File: src/rtl/cap_tag_seq.sv
// Capability-tag cache sequencer: one tag op in flight, held until the
// cache hits, then settled, sampled and returned over a response handshake.
module cap_tag_seq #(
  parameter int WID    = 64,
  parameter int SETTLE = 2,
  parameter int TMO    = 1023
) (
  input  logic           clk,
  input  logic           rst,
  input  logic           op_valid,
  output logic           op_ready,
  input  logic [1:0]     op_cmd,
  input  logic [31:0]    op_adr,
  input  logic           op_tag,
  input  logic [3:0]     op_id,
  output logic           rsp_valid,
  input  logic           rsp_ready,
  output logic [3:0]     rsp_id,
  output logic           rsp_tag,
  output logic [WID-1:0] rsp_tags,
  output logic           rsp_err,
  output logic           c_wr,
  output logic           c_wr_cap,
  output logic           c_load_tags,
  output logic           c_tagi,
  output logic [31:0]    c_adr,
  input  logic           c_hit,
  input  logic           c_tago,
  input  logic [WID-1:0] c_tagso
);

  typedef enum logic [1:0] {
    S_IDLE,
    S_ISSUE,
    S_SETTLE,
    S_RESP
  } state_t;

  localparam logic [9:0] SET_LAST = 10'(SETTLE - 1);
  localparam logic [9:0] TMO_CNT  = 10'(TMO);

  state_t     state;
  logic [9:0] cnt;
  logic [1:0] cmd;
  logic [3:0] id;
  logic       qual_hit;

  assign op_ready = (state == S_IDLE) && !rst;

  // c_hit in the first ISSUE cycle still reflects the previous address
  assign qual_hit = c_hit && (cnt != 10'd0);

  always_ff @(posedge clk or posedge rst) begin
    if (rst) begin
      state       <= S_IDLE;
      cnt         <= '0;
      cmd         <= '0;
      id          <= '0;
      rsp_valid   <= 1'b0;
      rsp_id      <= '0;
      rsp_tag     <= 1'b0;
      rsp_tags    <= '0;
      rsp_err     <= 1'b0;
      c_wr        <= 1'b0;
      c_wr_cap    <= 1'b0;
      c_load_tags <= 1'b0;
      c_tagi      <= 1'b0;
      c_adr       <= '0;
    end else begin
      unique case (state)
        S_IDLE: begin
          if (op_valid && op_ready) begin
            cmd         <= op_cmd;
            id          <= op_id;
            c_adr       <= op_adr;
            cnt         <= '0;
            c_wr        <= (op_cmd == 2'd1);
            c_wr_cap    <= (op_cmd == 2'd2);
            c_tagi      <= (op_cmd == 2'd2) && op_tag;
            c_load_tags <= (op_cmd == 2'd3);
            state       <= S_ISSUE;
          end
        end
        S_ISSUE: begin
          cnt <= cnt + 10'd1;
          if (qual_hit) begin
            c_wr        <= 1'b0;
            c_wr_cap    <= 1'b0;
            c_load_tags <= 1'b0;
            c_tagi      <= 1'b0;
            cnt         <= '0;
            state       <= S_SETTLE;
          end else if (cnt == TMO_CNT) begin
            c_wr        <= 1'b0;
            c_wr_cap    <= 1'b0;
            c_load_tags <= 1'b0;
            c_tagi      <= 1'b0;
            rsp_err     <= 1'b1;
            rsp_tag     <= 1'b0;
            rsp_tags    <= '0;
            rsp_id      <= id;
            rsp_valid   <= 1'b1;
            state       <= S_RESP;
          end
        end
        S_SETTLE: begin
          cnt <= cnt + 10'd1;
          // c_adr stays put so the cache outputs are stable when sampled
          if (cnt == SET_LAST) begin
            rsp_tag   <= (cmd == 2'd0) ? c_tago : 1'b0;
            rsp_tags  <= (cmd == 2'd3) ? c_tagso : '0;
            rsp_err   <= 1'b0;
            rsp_id    <= id;
            rsp_valid <= 1'b1;
            state     <= S_RESP;
          end
        end
        S_RESP: begin
          if (rsp_ready) begin
            rsp_valid <= 1'b0;
            state     <= S_IDLE;
          end
        end
      endcase
    end
  end

endmodule

File: config.mk
export PLATFORM = sky130hd
export DESIGN_NAME = cap_tag_seq
export DESIGN_NICKNAME = d
export VERILOG_FILES = /design/src/rtl/cap_tag_seq.sv
export SDC_FILE = /design/constraint.sdc
export NUM_CORES = 1
export LEC_CHECK = 0
export CAP_MARGIN = 20
export CORE_ASPECT_RATIO = 0.75
export CORE_MARGIN = 4
export CORE_UTILIZATION = 47
export CTS_CLUSTER_DIAMETER = 80
export DETAILED_ROUTE_END_ITERATION = 8
export HOLD_SLACK_MARGIN = 0.1
export PLACE_DENSITY = 0.86
export SLEW_MARGIN = 20
export SYNTH_ARGS = -nofsm -noshare
export SYNTH_HDL_FRONTEND = slang
export SYNTH_SLANG_ARGS = --single-unit
File: constraint.sdc
create_clock -name clk -period 6.2 [get_ports clk]
set_input_delay 0.62 -clock clk [delete_from_list [all_inputs] [get_ports clk]]
set_output_delay 0.62 -clock clk [all_outputs]
set_load 0.02 [all_outputs]
**After elaboration in Yosys (flattened, before gate mapping)**

Index checks and enable logic that the tools add are counted.

- Memory bits (writable): 0
- ROM bits: 0
- Bits in latches: 0
- Memories kept: 0
- Input port bits: 109
- Register bits after elaboration: 125
- Output and inout bits: 108

- Multiplexer cells: 39
- Shifts and indexed selects: 0
- Multipliers: 0
- $add $sub $neg: 1
- Equal/unequal tests: 15
- Reductions and logical operators: 18
- Bitwise logic cells: 0
- Div/mod/pow operators: 0
- Order comparisons: 0

Operators by type and width:

| cell | count |
|---|---|
| 64-bit two-way mux | 4 |
| 64-bit case mux with 2 select lines | 1 |
| 10-bit case mux with 3 select lines | 1 |
| 10-bit two-way mux | 2 |
| 1-bit two-way mux | 14 |
| 4-bit two-way mux | 3 |
| 1-bit case mux with 2 select lines | 6 |
| 10-bit by 1-bit adder with 10-bit output, second input constant | 1 |
| 10-bit by 1-bit equality test with 1-bit output, second input constant | 1 |
| 10-bit equality test, second input constant | 1 |
| 2-bit equality test, second input constant | 5 |
| 2-bit two-way mux | 5 |
| 10-bit nonzero test | 1 |
| 2-bit != test, second input constant | 4 |
| 2-bit case mux with 4 select lines | 1 |
| 4-bit case mux with 2 select lines | 1 |
| 4-bit AND reduction | 2 |
| 3-bit nonzero test | 2 |
| 5-bit AND reduction | 1 |
| 2-bit by 1-bit equality test with 1-bit output, second input constant | 2 |
| 1-bit logical AND | 4 |
| 2-bit zero test | 2 |
| 2-bit AND reduction | 2 |
| 2-bit nonzero test | 2 |
| 5 further kinds | 5 |

**Depth between registers and ports, before layout**

Gate-level depths: netlist of the first run.

- Depth in word-level cells: 5
- Gate-level depth with buffers: 10

**Worst setup path before layout of the first run**

OpenSTA, ideal clock, no wires.

- Path kind: register -> register
- Start point: register state[0]
- End point: register c_adr[0]
- Stages on the path, launching flop included: 8
- Setup slack: 4099 ps
- Arrival time: 1976 ps
- Setup time: 125 ps
- Clock period less this slack: 2101 ps
- Data required time: 6075 ps
- Cell sequence: dfrtp_1 > inv_1 > ha_1 > nor2b_1 > nand2_1 > buf_2 > buf_1 > mux2_2

- Word-level cells in the longest chain between the ends: 4

RTL lines:

| what | line | source |
|---|---|---|
| from (decl) | 42 | `state_t state;` |
| from (signal assigned) | 55 | `state <= S_IDLE;` |
| from (signal assigned) | 81 | `state <= S_ISSUE;` |
| from (signal assigned) | 92 | `state <= S_SETTLE;` |
| 2-bit zero test | 48 | `assign op_ready = (state == S_IDLE) && !rst;` |
| 1-bit logical AND | 48 |  |
| via op_ready | 11 | `output logic op_ready,` |
| 1-bit logical AND | 72 | `if (op_valid && op_ready) begin` |
| 2-bit AND reduction (no source line) | -- |  |
| to (signal assigned) | 75 | `c_adr <= op_adr;` |
| to (decl) | 26 | `output logic [31:0] c_adr,` |

The timed path passes the listed nets, and every way through them passes these cells.
A chain may end at the register's enable or synchronous reset.

**Worst setup path after layout of the first run**

- Start point: register state[0]
- End point: register rsp_id[2]

- Word-level cells in the longest chain between the ends: 3

RTL lines:

| what | line | source |
|---|---|---|
| 2-bit equality test or 2-bit by 1-bit equality test with 1-bit output (tied branches) | 70 | `unique case (state)` |
| 2-bit != test (no source line) or 2-bit nonzero test (tied branches) | -- |  |
| 4-bit AND reduction (no source line) | -- |  |
| to (signal assigned) | 101 | `rsp_id <= id;` |
| to (signal assigned) | 113 | `rsp_id <= id;` |
| to (decl) | 18 | `output logic [3:0] rsp_id,` |

Several ways; a longest one is shown, not always the timed one.

==> results of run 1 <==
metal layers:
layer | track usage (%) | up-vias | wire length [um]
li1 | - | 2110 | -
met1 | 27.51 | 2131 | 5830
met2 | 35.91 | 229 | 6937
met3 | 7.994 | 35 | 1304
met4 | 9.265 | 0 | 403
met5 | 0 | - | 0
synth_stat cells (2+ instances only):
cell      instances  area share (%)
nor2_1            6            0.41
nand4_1           5            0.57
and3_1            4            0.46
nor3b_1           2            0.28
nor2b_1           4            0.46
buf_2             8            0.73
mux2_2           47             9.7
buf_1             3            0.21
o21ai_0          41             3.8
buf_4             2            0.28
inv_1            72             5.0
buf_8             5             1.4
a21oi_1           5            0.46
a22o_1            3            0.48
nor3_1            3            0.28
o21ai_1          35             3.2
clkbuf_1          6            0.41
dfrtp_1         125              57
o31ai_1           2            0.28
mux2i_1           2            0.37
ha_1              9             2.1
o41ai_2           2            0.60
nand2_1           9            0.62
buf_6             2            0.41
nand2b_1          2            0.23
and2_1            3            0.34
nand3_1          69             6.3
a32o_1            2            0.37
logic make-up (layout without fill, tap and decap cells):
group	after synthesis	in the layout
simple gates	112	112
fa+ha+maj	9	9
mux	49	49
buf+inv	99	321
flops	125	125
compound gates	99	99
flip-flops by register name, summed over array words and instances (netlist names):
name         flops
rsp_valid        1
rsp_err          1
state            2
c_adr           32
rsp_tags        64
c_wr             1
c_wr_cap         1
cmd              2
cnt             10
id               4
c_tagi           1
rsp_tag          1
c_load_tags      1
rsp_id           4
power by group:
part	leakage, nW	total (mW)	switching [mW]	internal (mW)
Sequential	1.64	1.23	0.153	1.08
Clock	0.249	0.888	0.347	0.541
Combinational	1.50	1.77	0.997	0.771
Total	3.39	3.89	1.50	2.39
cell type report:
class,instances,area [um^2]
well taps,140,175.2
fillers,770,3003
inverters,72,272.8
clock buffers,18,429.2
flip-flops and latches,125,3128
repair buffers,219,2185
clock inverters,12,101.3
multi-input cells,269,1854
worst reg2reg max path, stage by stage (launching register included):
cell and delay, ps:
dfrtp_1 450, inv_1 140, ha_1 280, inv_1 130, a31o_2 190, and4b_4 570
buf_4 740, mux2_2 450
per-stage QoR:
step	power, mW	area (um^2)	hold slack, ps
after global routing	4.120	8145	509.2
after CTS	3.908	8142	498.8
final	3.890	8145	496.1
after floorplan	2.423	5450	473.6
after detailed placement	3.004	7611	480.8
after global placement	2.935	7611	476.7
worst max path at each step:
stage               startpoint   endpoint  slack [ps]  cells after the start
global placement         c_hit  rsp_id[0]        3090                      6
floorplan                  rst   c_adr[0]        2250                      1
finish                state[0]  rsp_id[2]        3130                      7
global route            cnt[0]  rsp_id[1]        2870                      6
detailed placement       c_hit  rsp_id[2]        3060                      6
CTS                     cnt[6]  rsp_id[2]        3180                      5
==> metrics.yaml, run 1 <==
status:
  status: "completed"
clocking:
  clkTransAtPathRegs_ps: 60
  cts.sinks: 125
  cts.path.max_buffers: 2
  clkLatencyLatePin_ps: 410
  cts-buffers-inserted: 17
  cts_root_buffer: "clkbuf_16"
  holdBufCountCts: 0
  cts_tree: "done"
  cts_max_level: 4
  post_cts_buffers: 0
  post_cts_resize_count: 0
floorplan:
  io_pins: 217
  die_w_um: 132.3
  core_um2: 11150
  die-area_um2: 13400
  start_util_pct: 48.89
  row_count: 33
  fp.dieH_um: 101.3
final_layout:
  final_cell_mix: "clkdlybuf4s50_1, dfrtp_1, inv_1"
  final_net_count: 822
  syn_to_final_growth_pct: 49.45
  final_common_cell: "clkdlybuf4s50_1"
  post-route-util_pct: 73.06
  diodes: 0
  drive_above_1_share_pct: 12.59
  instances_no_fill: 855
hold_path:
  hold_path_class: "reg -> reg"
  hp-start: "c_load_tags"
  min_to: "c_load_tags"
  hold-path-cell-count: 1
timing:
  setup_viol: 0
  maxSlewViolCount: 0
  rsz0062_at_grt: "no"
  worst_slack_ps: 3126
  tightest_slew_ps: 909.8
  fin_skew_ps: 11.94
  fmax_mhz: 325.3
  post-route-min-period_ps: 3074
  period_share_pct: 49.59
  slew_headroom_pct: 39.34
  finalSetupTns_ps: 0
  hold_viol: 0
grt:
  grt_max_degree: 92
  grt.overflow.total: 0
  grt_pass1_vias: 4674
  grt_usage_pct: 22.22
  grt_pass1_wl_um: 23720
  grt_antenna_before_repair: 0
placed_design:
  dpl.hpwl_um: 10480
  placed_cells: 825
  pre_cts_ws_ps: 3062
  port_buffers: 216
  place_congestion: 0.8906
critical_path:
  cp_slowest_cell: "buf_4"
  cp.buffers_inverters: 3
  worstSetupStartpointType: "register"
  cp-end-kind: "register"
  rr_worst_depth: 7
  crit_top_cell: "inv_1"
  critical_path_required_ps: 6490
  cp.arrival_ps: 3370
  critical-path-top-delay-family: "buffers and inverters"
  path_cells: "inv_1 -> ha_1 -> inv_1 -> a31o_2 -> and4b_4 -> buf_4 -> mux2_2"
  regToRegEndpoint: "rsp_id[2]"
  path_max_fanout: 91
  slowest_delay_ps: 730
  critPathKind: "reg -> reg"
  r2r-start: "state[0]"
  r2r_slack_ps: 3130
yosys:
  async_flop_share_pct: 100.0
  ys_seq_elements: 125
  synth_fp_nets: 611
  synth_xor_area_share_pct: 0
  synth_enable_flop_cells: 0
  synthesis.area_um2: 5450
  synth_seq_area_share_pct: 57.39
  synth_ff_type: "dfrtp_1"
  synth_fa_ha_area_share_pct: 2.066
  yosys.area_share.simple_pct: 11.20
  synth_top_family_by_area: "simple AND/OR/NAND/NOR gates"
  avgSynthCellArea_um2: 11.06
  yosysUniqueCellTypes: 43
  synth_compound_area_share_pct: 10.51
  synthMuxAreaShare_pct: 10.08
  ys_warn_count: 0
  netlist_instances: 493
drt:
  vias: 4505
  route.detailed.drc: 0
  wirelength_um: 14480
  drt-initial-drc-count: 192
  first_pass_iters: 5
  wire_per_inst_um: 16.93
  drtAntennaViolNets: 0
  viasPerCell: 5.269
run:
  cap_viol_max_count: 0
pwr:
  irDropWorstVdd_v: 0.0003301
  p_leak_nw: 3.392
  p_per_area_nw_per_um2: 477.6
Note: power is estimated with default switching activity, not from simulation.
==> run 2: changes to the inputs <==
--- a/config.mk
+++ b/config.mk
@@ -8,11 +8,11 @@
 export CAP_MARGIN = 20
 export CORE_ASPECT_RATIO = 0.75
 export CORE_MARGIN = 4
-export CORE_UTILIZATION = 47
+export CORE_UTILIZATION = 44
 export CTS_CLUSTER_DIAMETER = 80
 export DETAILED_ROUTE_END_ITERATION = 8
 export HOLD_SLACK_MARGIN = 0.1
-export PLACE_DENSITY = 0.86
+export PLACE_DENSITY = 0.81
 export SLEW_MARGIN = 20
 export SYNTH_ARGS = -nofsm -noshare
 export SYNTH_HDL_FRONTEND = slang
==> constraint.sdc (replaced) <==
create_clock -name clk -period 2.9 [get_ports clk]
set_input_delay 0.29 -clock clk [delete_from_list [all_inputs] [get_ports clk]]
set_output_delay 0.29 -clock clk [all_outputs]
set_load 0.02 [all_outputs]
==> metrics.yaml, run 2 (synthesis gave the netlist of run 1 again) <==
status:
  status: "completed"
grt:
  grt_max_degree: 69
  grt_pass1_wl_um: 23540
  grt_pass1_vias: 4580
  grt.overflow.total: 0
  grt_usage_pct: 20.93
  grt_antenna_before_repair: 0
floorplan:
  io_pins: 217
  die_w_um: 136.5
  die-area_um2: 14250
  start_util_pct: 45.92
  fp.dieH_um: 104.4
  row_count: 34
  core_um2: 11870
drt:
  wirelength_um: 14920
  vias: 4469
  drt-initial-drc-count: 236
  route.detailed.drc: 0
  drtAntennaViolNets: 0
  wire_per_inst_um: 16.88
  viasPerCell: 5.055
  first_pass_iters: 5
timing:
  slew_headroom_pct: 54.16
  finalSetupTns_ps: 0
  post-route-min-period_ps: 2424
  hold_viol: 0
  rsz0062_at_grt: "no"
  fin_skew_ps: 6.835
  tightest_slew_ps: 686.1
  fmax_mhz: 412.5
  maxSlewViolCount: 0
  period_share_pct: 83.59
  setup_viol: 0
clocking:
  cts_max_level: 4
  cts-buffers-inserted: 17
  holdBufCountCts: 0
  clkLatencyLatePin_ps: 400
  post_cts_resize_count: 0
  clkTransAtPathRegs_ps: 60
  post_cts_buffers: 0
  cts_tree: "done"
  cts.sinks: 125
  cts.path.max_buffers: 2
  cts_root_buffer: "clkbuf_16"
placed_design:
  port_buffers: 216
  place_congestion: 0.8856
  placed_cells: 852
  dpl.hpwl_um: 10860
  place_area_um2: 7727
final_layout:
  final_net_count: 827
  drive_above_1_share_pct: 13.57
  largest_register_ffs: 64
  instances_no_fill: 884
  syn_to_final_growth_pct: 53.31
  regMostFlops: "rsp_tags"
  final_cell_mix: "clkdlybuf4s50_1, dfrtp_1, inv_1"
  post-route-util_pct: 70.40
  reg_top3: "rsp_tags x64, c_adr x32, cnt x10"
  diodes: 0
  final_common_cell: "clkdlybuf4s50_1"
  final_area_um2: 8356
  fillers: 827
critical_path:
  critical-path-top-delay-family: "simple AND/OR/NAND/NOR gates"
  regToRegEndpoint: "rsp_tags[41]"
  critical_path_required_ps: 3200
  cp-end-kind: "register"
  r2r_slack_ps: 480
  path_cells: "nor4_2 -> a31oi_1 -> and4b_4 -> buf_4 -> nand3_1 -> o21ai_0"
  rr_worst_depth: 6
  cp.buffers_inverters: 1
  r2r-start: "cnt[6]"
  critPathKind: "reg -> reg"
  worstSetupStartpointType: "register"
  cp_slowest_cell: "buf_4"
  cp.arrival_ps: 2730
  slowest_delay_ps: 480
  path_max_fanout: 60
pwr:
  p_leak_nw: 3.479
  irDropWorstVdd_v: 0.0006071
  p_per_area_nw_per_um2: 1040
run:
  cap_viol_max_count: 0
hold_path:
  hold_path_class: "in -> async"
## run 2: layout make-up
class                           count  area (um^2)  share of cell area (%)
Clock buffer                       20        466.7                   5.586
Clock inverter                     12        161.4                   1.932
Inverter                           72        274.0                   3.279
Multi-Input combinational cell    269         1851                   22.15
Sequential cell                   125         3128                   37.44
Tap cell                          162        202.7                   2.426
Timing Repair Buffer              224         2272                   27.19
## run 2: worst max path at each step
stage / startpoint / to / slack [ps] / cells after the start
after CTS: state[0] / op_ready / 480 / 4
after global placement: cnt[6] / rsp_tags[28] / 700 / 6
after detailed placement: cnt[6] / rsp_tags[41] / 520 / 6
after global routing: cnt[7] / rsp_tags[41] / 230 / 6
after floorplan: state[0] / c_adr[0] / 800 / 7
final: cnt[6] / rsp_tags[41] / 480 / 6
## run 2: power breakdown
| group | leakage, nW | internal [mW] | switching [mW] |
|---|---|---|---|
| combinational | 1.54 | 1.72 | 2.13 |
| clock | 0.299 | 1.43 | 0.769 |
| sequential | 1.64 | 2.31 | 0.336 |
## run 2: per-layer routing
metal,track usage [%],part of all wire (%),vias up
met5,0,0,-
met4,7.482,2.3,0
met3,6.576,8.3,25
met2,34.81,49,184
met1,25.50,40,2141
li1,-,-,2119
## run 2: through the flow
| step | setup WS, ps | hold slack [ps] | power [mW] |
|---|---|---|---|
| 2_1_floorplan | 799.0 | 425.8 | 5.181 |
| 3_3_place_gp | 698.5 | 476.7 | 6.383 |
| 3_5_place_dp | 516.6 | 481.6 | 6.519 |
| 4_1_cts | 481.6 | 389.8 | 8.775 |
| 5_1_grt | 231.9 | 434.7 | 9.217 |
| 6_report | 475.8 | 388.7 | 8.694 |
==> run 3: changes to the inputs <==
==> constraint.sdc (replaced) <==
create_clock -name clk -period 2.4 [get_ports clk]
set_input_delay 0.24 -clock clk [delete_from_list [all_inputs] [get_ports clk]]
set_output_delay 0.24 -clock clk [all_outputs]
set_load 0.02 [all_outputs]
==> metrics.yaml, run 3 (synthesis gave the netlist of run 1 again) <==
pwr:
  irDropWorstVdd_v: 0.0006977
  switching_power_mw: 3.948
  power_mw: 10.50
  p_leak_nw: 3.506
  p_clk_share_pct: 24.0
  seqPwrFrac_pct: 30.4
  internal_power_mw: 6.556
  p_per_area_nw_per_um2: 1254
  swShare_pct: 37.59
  comb_power_share_pct: 45.5
timing:
  rsz0062_at_grt: "no"
  finalSetupTns_ps: 0
  fin_skew_ps: 6.244
  hold_slack_ps: 255.4
  slew_headroom_pct: 71.51
  setup_viol: 0
  post-route-min-period_ps: 2212
  hold_viol: 0
  maxSlewViolCount: 0
  tightest_slew_ps: 423.8
  fmax_mhz: 452.0
  period_share_pct: 92.18
final_layout:
  drive_above_1_share_pct: 14.31
  post-route-util_pct: 70.57
  instances_no_fill: 889
  largest_register_ffs: 64
  final_net_count: 832
  syn_to_final_growth_pct: 53.67
  reg_top3: "rsp_tags x64, c_adr x32, cnt x10"
  regMostFlops: "rsp_tags"
  diodes: 0
  final_cell_mix: "clkdlybuf4s50_1, dfrtp_1, inv_1"
  final_common_cell: "clkdlybuf4s50_1"
drt:
  first_pass_iters: 4
  drtAntennaViolNets: 0
  wire_per_inst_um: 16.51
  wirelength_um: 14680
  route.detailed.drc: 0
  viasPerCell: 5.016
  drt-initial-drc-count: 210
  vias: 4459
critical_path:
  cp-end-kind: "register"
  cp.arrival_ps: 2510
  crit_top_cell: "and2_1"
  worstSetupStartpointType: "register"
  path_max_fanout: 8
  critical-path-top-delay-family: "simple AND/OR/NAND/NOR gates"
  r2r_slack_ps: 190
  slowest_delay_ps: 450
  cp_slowest_cell: "dfrtp_1"
  critical_path_required_ps: 2700
  critPathKind: "reg -> reg"
  path_cells: "inv_1 -> ha_1 -> and2_1 -> nand4_1 -> and2_1 -> nand2b_4 -> o41ai_2"
  cp.buffers_inverters: 1
floorplan:
  die-area_um2: 14250
  core_um2: 11870
  die_w_um: 136.5
  row_count: 34
  fp.dieH_um: 104.4
  io_pins: 217
  start_util_pct: 45.92
grt:
  grt_antenna_before_repair: 0
  met3_usage_pct: 6.770
  grt_usage_pct: 20.62
  grt_busiest_layer: "met2"
  grt_max_degree: 69
  grt.overflow.total: 0
  use_met1_pct: 25.60
  grt_pass1_vias: 4590
  grt_pass1_wl_um: 23350
  use_met2_pct: 33.79
clocking:
  post_cts_resize_count: 0
  cts_max_level: 4
  cts.path.max_buffers: 2
  cts-buffers-inserted: 17
  cts_root_buffer: "clkbuf_16"
  clkLatencyLatePin_ps: 400
  holdBufCountCts: 0
  clkTransAtPathRegs_ps: 60
  cts.sinks: 125
  post_cts_buffers: 0
  cts_tree: "done"
hold_path:
  hold_path_class: "in -> async"
placed_design:
  dpl.hpwl_um: 10770
  place_congestion: 0.8691
  placed_cells: 857
  port_buffers: 216
status:
  status: "completed"
run:
  cap_viol_max_count: 0
run 3: cell types whose count changed in the layout (fill, tap and decap cells not counted):
cell | before | now
buf_12 | 4 | 3
buf_16 | 0 | 1
buf_4 | 4 | 8
buf_6 | 0 | 1
bufinv_16 | 3 | 2
clkbuf_8 | 3 | 2
clkdlybuf4s50_1 | 216 | 215
clkinv_2 | 1 | 3
dlymetal6s2s_1 | 0 | 1
ha_1 | 9 | 8
ha_2 | 0 | 1
run 3: final cells by class:
type,instances,area (um^2)
Clock inverter,13,141.4
Tap cell,162,202.7
Sequential cell,125,3128
Fill cell,847,3493
Timing Repair Buffer,229,2323
Multi-Input combinational cell,269,1853
Clock buffer,19,452.9
Inverter,72,274.0
run 3: worst reg2reg max path: cells and delay by family, from the launching register on:
family          cells  cell delay, ps
flops               1             450
simple gates        4             850
buf+inv             1             130
compound gates      1             300
fa+ha+maj           1             380
run 3: path summary, 6_finish.rpt:
check / startpoint / to / cells after the start
min reg2reg: c_adr[5] / c_adr[5] / 1
max: state[0] / cnt[7] / 7
min: rst / cnt[7] / 2
max in group asynchronous: rst / rsp_tags[14] / 3
max reg2reg: state[0] / cnt[7] / 7
min in group clk: c_tagso[21] / rsp_tags[21] / 3
run 3: metal layers:
metal  share of wire, %  up-vias
met5                  0        -
met4                2.1        0
met3                9.3       27
met2                 48      196
met1                 40     2103
li1                   -     2133
run 3: power groups by stage:
| stage | registers [mW] | logic, mW | clock network, mW |
|---|---|---|---|
| 6_report | 3.20 | 4.78 | 2.53 |
| 5_1_grt | 3.29 | 5.16 | 2.69 |
| 4_1_cts | 3.20 | 4.78 | 2.58 |
| 3_5_place_dp | 3.22 | 4.75 | 0 |
| 3_3_place_gp | 3.17 | 4.62 | 0 |
| 2_1_floorplan | 3.89 | 2.37 | 0 |
run 3: per-stage QoR:
stage	setup WS [ps]	instance area, um^2
2_1_floorplan	299.0	5454
3_3_place_gp	334.7	7765
3_5_place_dp	189.2	7765
4_1_cts	50.13	8359
5_1_grt	27.59	8376
6_report	187.7	8376
==> variant, RTL diff (config.mk and constraints of run 3) <==
Put one more register stage on the output `rsp_err`. The value now appears one clock later. The other outputs are not delayed to match.
--- a/src/rtl/cap_tag_seq.sv
+++ b/src/rtl/cap_tag_seq.sv
@@ -39,6 +39,8 @@
   localparam logic [9:0] SET_LAST = 10'(SETTLE - 1);
   localparam logic [9:0] TMO_CNT  = 10'(TMO);
 
+  logic rsp_err_s0;
+
   state_t     state;
   logic [9:0] cnt;
   logic [1:0] cmd;
@@ -60,7 +62,7 @@
       rsp_id      <= '0;
       rsp_tag     <= 1'b0;
       rsp_tags    <= '0;
-      rsp_err     <= 1'b0;
+      rsp_err_s0  <= 1'b0;
       c_wr        <= 1'b0;
       c_wr_cap    <= 1'b0;
       c_load_tags <= 1'b0;
@@ -95,7 +97,7 @@
             c_wr_cap    <= 1'b0;
             c_load_tags <= 1'b0;
             c_tagi      <= 1'b0;
-            rsp_err     <= 1'b1;
+            rsp_err_s0  <= 1'b1;
             rsp_tag     <= 1'b0;
             rsp_tags    <= '0;
             rsp_id      <= id;
@@ -109,7 +111,7 @@
           if (cnt == SET_LAST) begin
             rsp_tag   <= (cmd == 2'd0) ? c_tago : 1'b0;
             rsp_tags  <= (cmd == 2'd3) ? c_tagso : '0;
-            rsp_err   <= 1'b0;
+            rsp_err_s0 <= 1'b0;
             rsp_id    <= id;
             rsp_valid <= 1'b1;
             state     <= S_RESP;
@@ -125,5 +127,9 @@
     end
   end
 
+  always_ff @(posedge clk) begin
+    rsp_err <= rsp_err_s0;
+  end
+
 endmodule
 
Formal check against the unedited RTL: no difference found for any inputs over 10 cycles, from zero or initial values and one cycle with rst high; that may be too few to reach the edited logic, so the function may still have changed.
==> variant against run 3 <==
- sequential cell count is 1 higher
- count of clock-buffer cells in the layout is 2 lower
- area after synthesis is 9.9% higher
- final area is 7.4% higher
- sequential power is 2% higher
- critical endpoint is now rsp_tags[57]
- setup slack worse by 51 ps
- highest routed layer unchanged
- first-iteration DRC count is 48% higher
- wire length is 2.9% higher
- synthesized cell count is 0.20% lower
- total power is 12% higher
- sequential share of layout area is 2.3 points lower
- cell count is 1.0% higher
- utilization is 2.2 points lower
==> variant: results (changes against run 3) <==
Route
  – Total met3 wirelength after detailed routing: 1270 um (-7.3%)
  – Detailed-routed wire length on met2: 7400 um (+4.7%)
  – Wire length the detailed router placed on met1: 6300 um (+6.1%)
  – Starting DRT DRC Count: 310 (+48%)

Cells and area
  – Count of plain and timing-repair buffers: 230 (+0.44%)
  – Count of non-filler cells in the finished layout: 898 (+1.0%)
  – Seq cells: 126 (+0.80%)
  – Footprint of the flip-flops and latches: 0.00315 mm2 (+0.64%)
  – Clock buffers: 17 (-2)
  – Share of cell area taken by multi-input logic gates: 26.1% (+4.0 points)
  – Share of final-layout standard cells stronger than drive strength 1: 29.2% (+15 points)

Outcome
  – Status: finished clean

Timing
  – Final period utilization: 94.3% (+2.1 points)
  – Worst Hold Slack: 367 ps (+111 ps)
  – Max_slew headroom: 59.4% (-12 points)
  – Worst clock skew: 9.27 ps (+3.03 ps)

Worst setup path
  – Register-to-register setup slack: 140 ps (-50 ps)
  – Max incr delay on CP: 430 ps (-20 ps)
  – Biggest fanout along the worst timing path: 26 (+18)
  – Worst setup endpoint: rsp_tags[57]
  – Data arrival at the endpoint of the critical path: 2600 ps (+90 ps)
  – Startpoint of the most critical register-to-register path: cnt[0]
  – Worst Reg-to-Reg Cells: 8 (+1)

Pwr
  – Leakage power: 3.68 nW (+4.9%)
  – Seq pwr share: 27.9% (-2.5 points)
  – Sequential group power: 3.28 mW (+2%)

Yosys
  – Compound-cell area share of the yosys netlist: 13.3% (+2.8 points)
  – Post-synthesis average cell area: 12.2 um2 (+10%)
  – Net count after synthesis: 610 (-0.16%)
  – Distinct cell type count of the synthesized netlist: 45 (+4.7%)
  – Share of synthesized registers carrying an async set or reset: 99.2% (-0.79 points)

Placement
  – Dpl cells: 866 (+1.1%)
  – Worst slack at placement: 120 ps (-69.5 ps)
## variant: changes by cell type in the layout (fill, tap and decap cells not counted), moves of 3 or more
cell | run 3 | this run
sky130_fd_sc_hd__a21boi_0 | 0 | 3
sky130_fd_sc_hd__a21oi_1 | 5 | 2
sky130_fd_sc_hd__buf_12 | 3 | 8
sky130_fd_sc_hd__inv_6 | 1 | 4
sky130_fd_sc_hd__mux2_1 | 0 | 3
sky130_fd_sc_hd__mux2_2 | 47 | 43
sky130_fd_sc_hd__nand3_1 | 69 | 10
sky130_fd_sc_hd__nand3_2 | 0 | 57
sky130_fd_sc_hd__o21ai_0 | 41 | 20
sky130_fd_sc_hd__o21ai_1 | 35 | 0
sky130_fd_sc_hd__o21ai_2 | 0 | 56
## variant: cell families (layout without fill, tap and decap cells)
| logic type | after synthesis | after routing |
|---|---|---|
| buf+inv | 100 | 335 |
| flops | 126 | 126 |
| fa+ha+maj | 9 | 9 |
| simple gates | 109 | 109 |
| compound gates | 101 | 101 |
| mux | 47 | 47 |
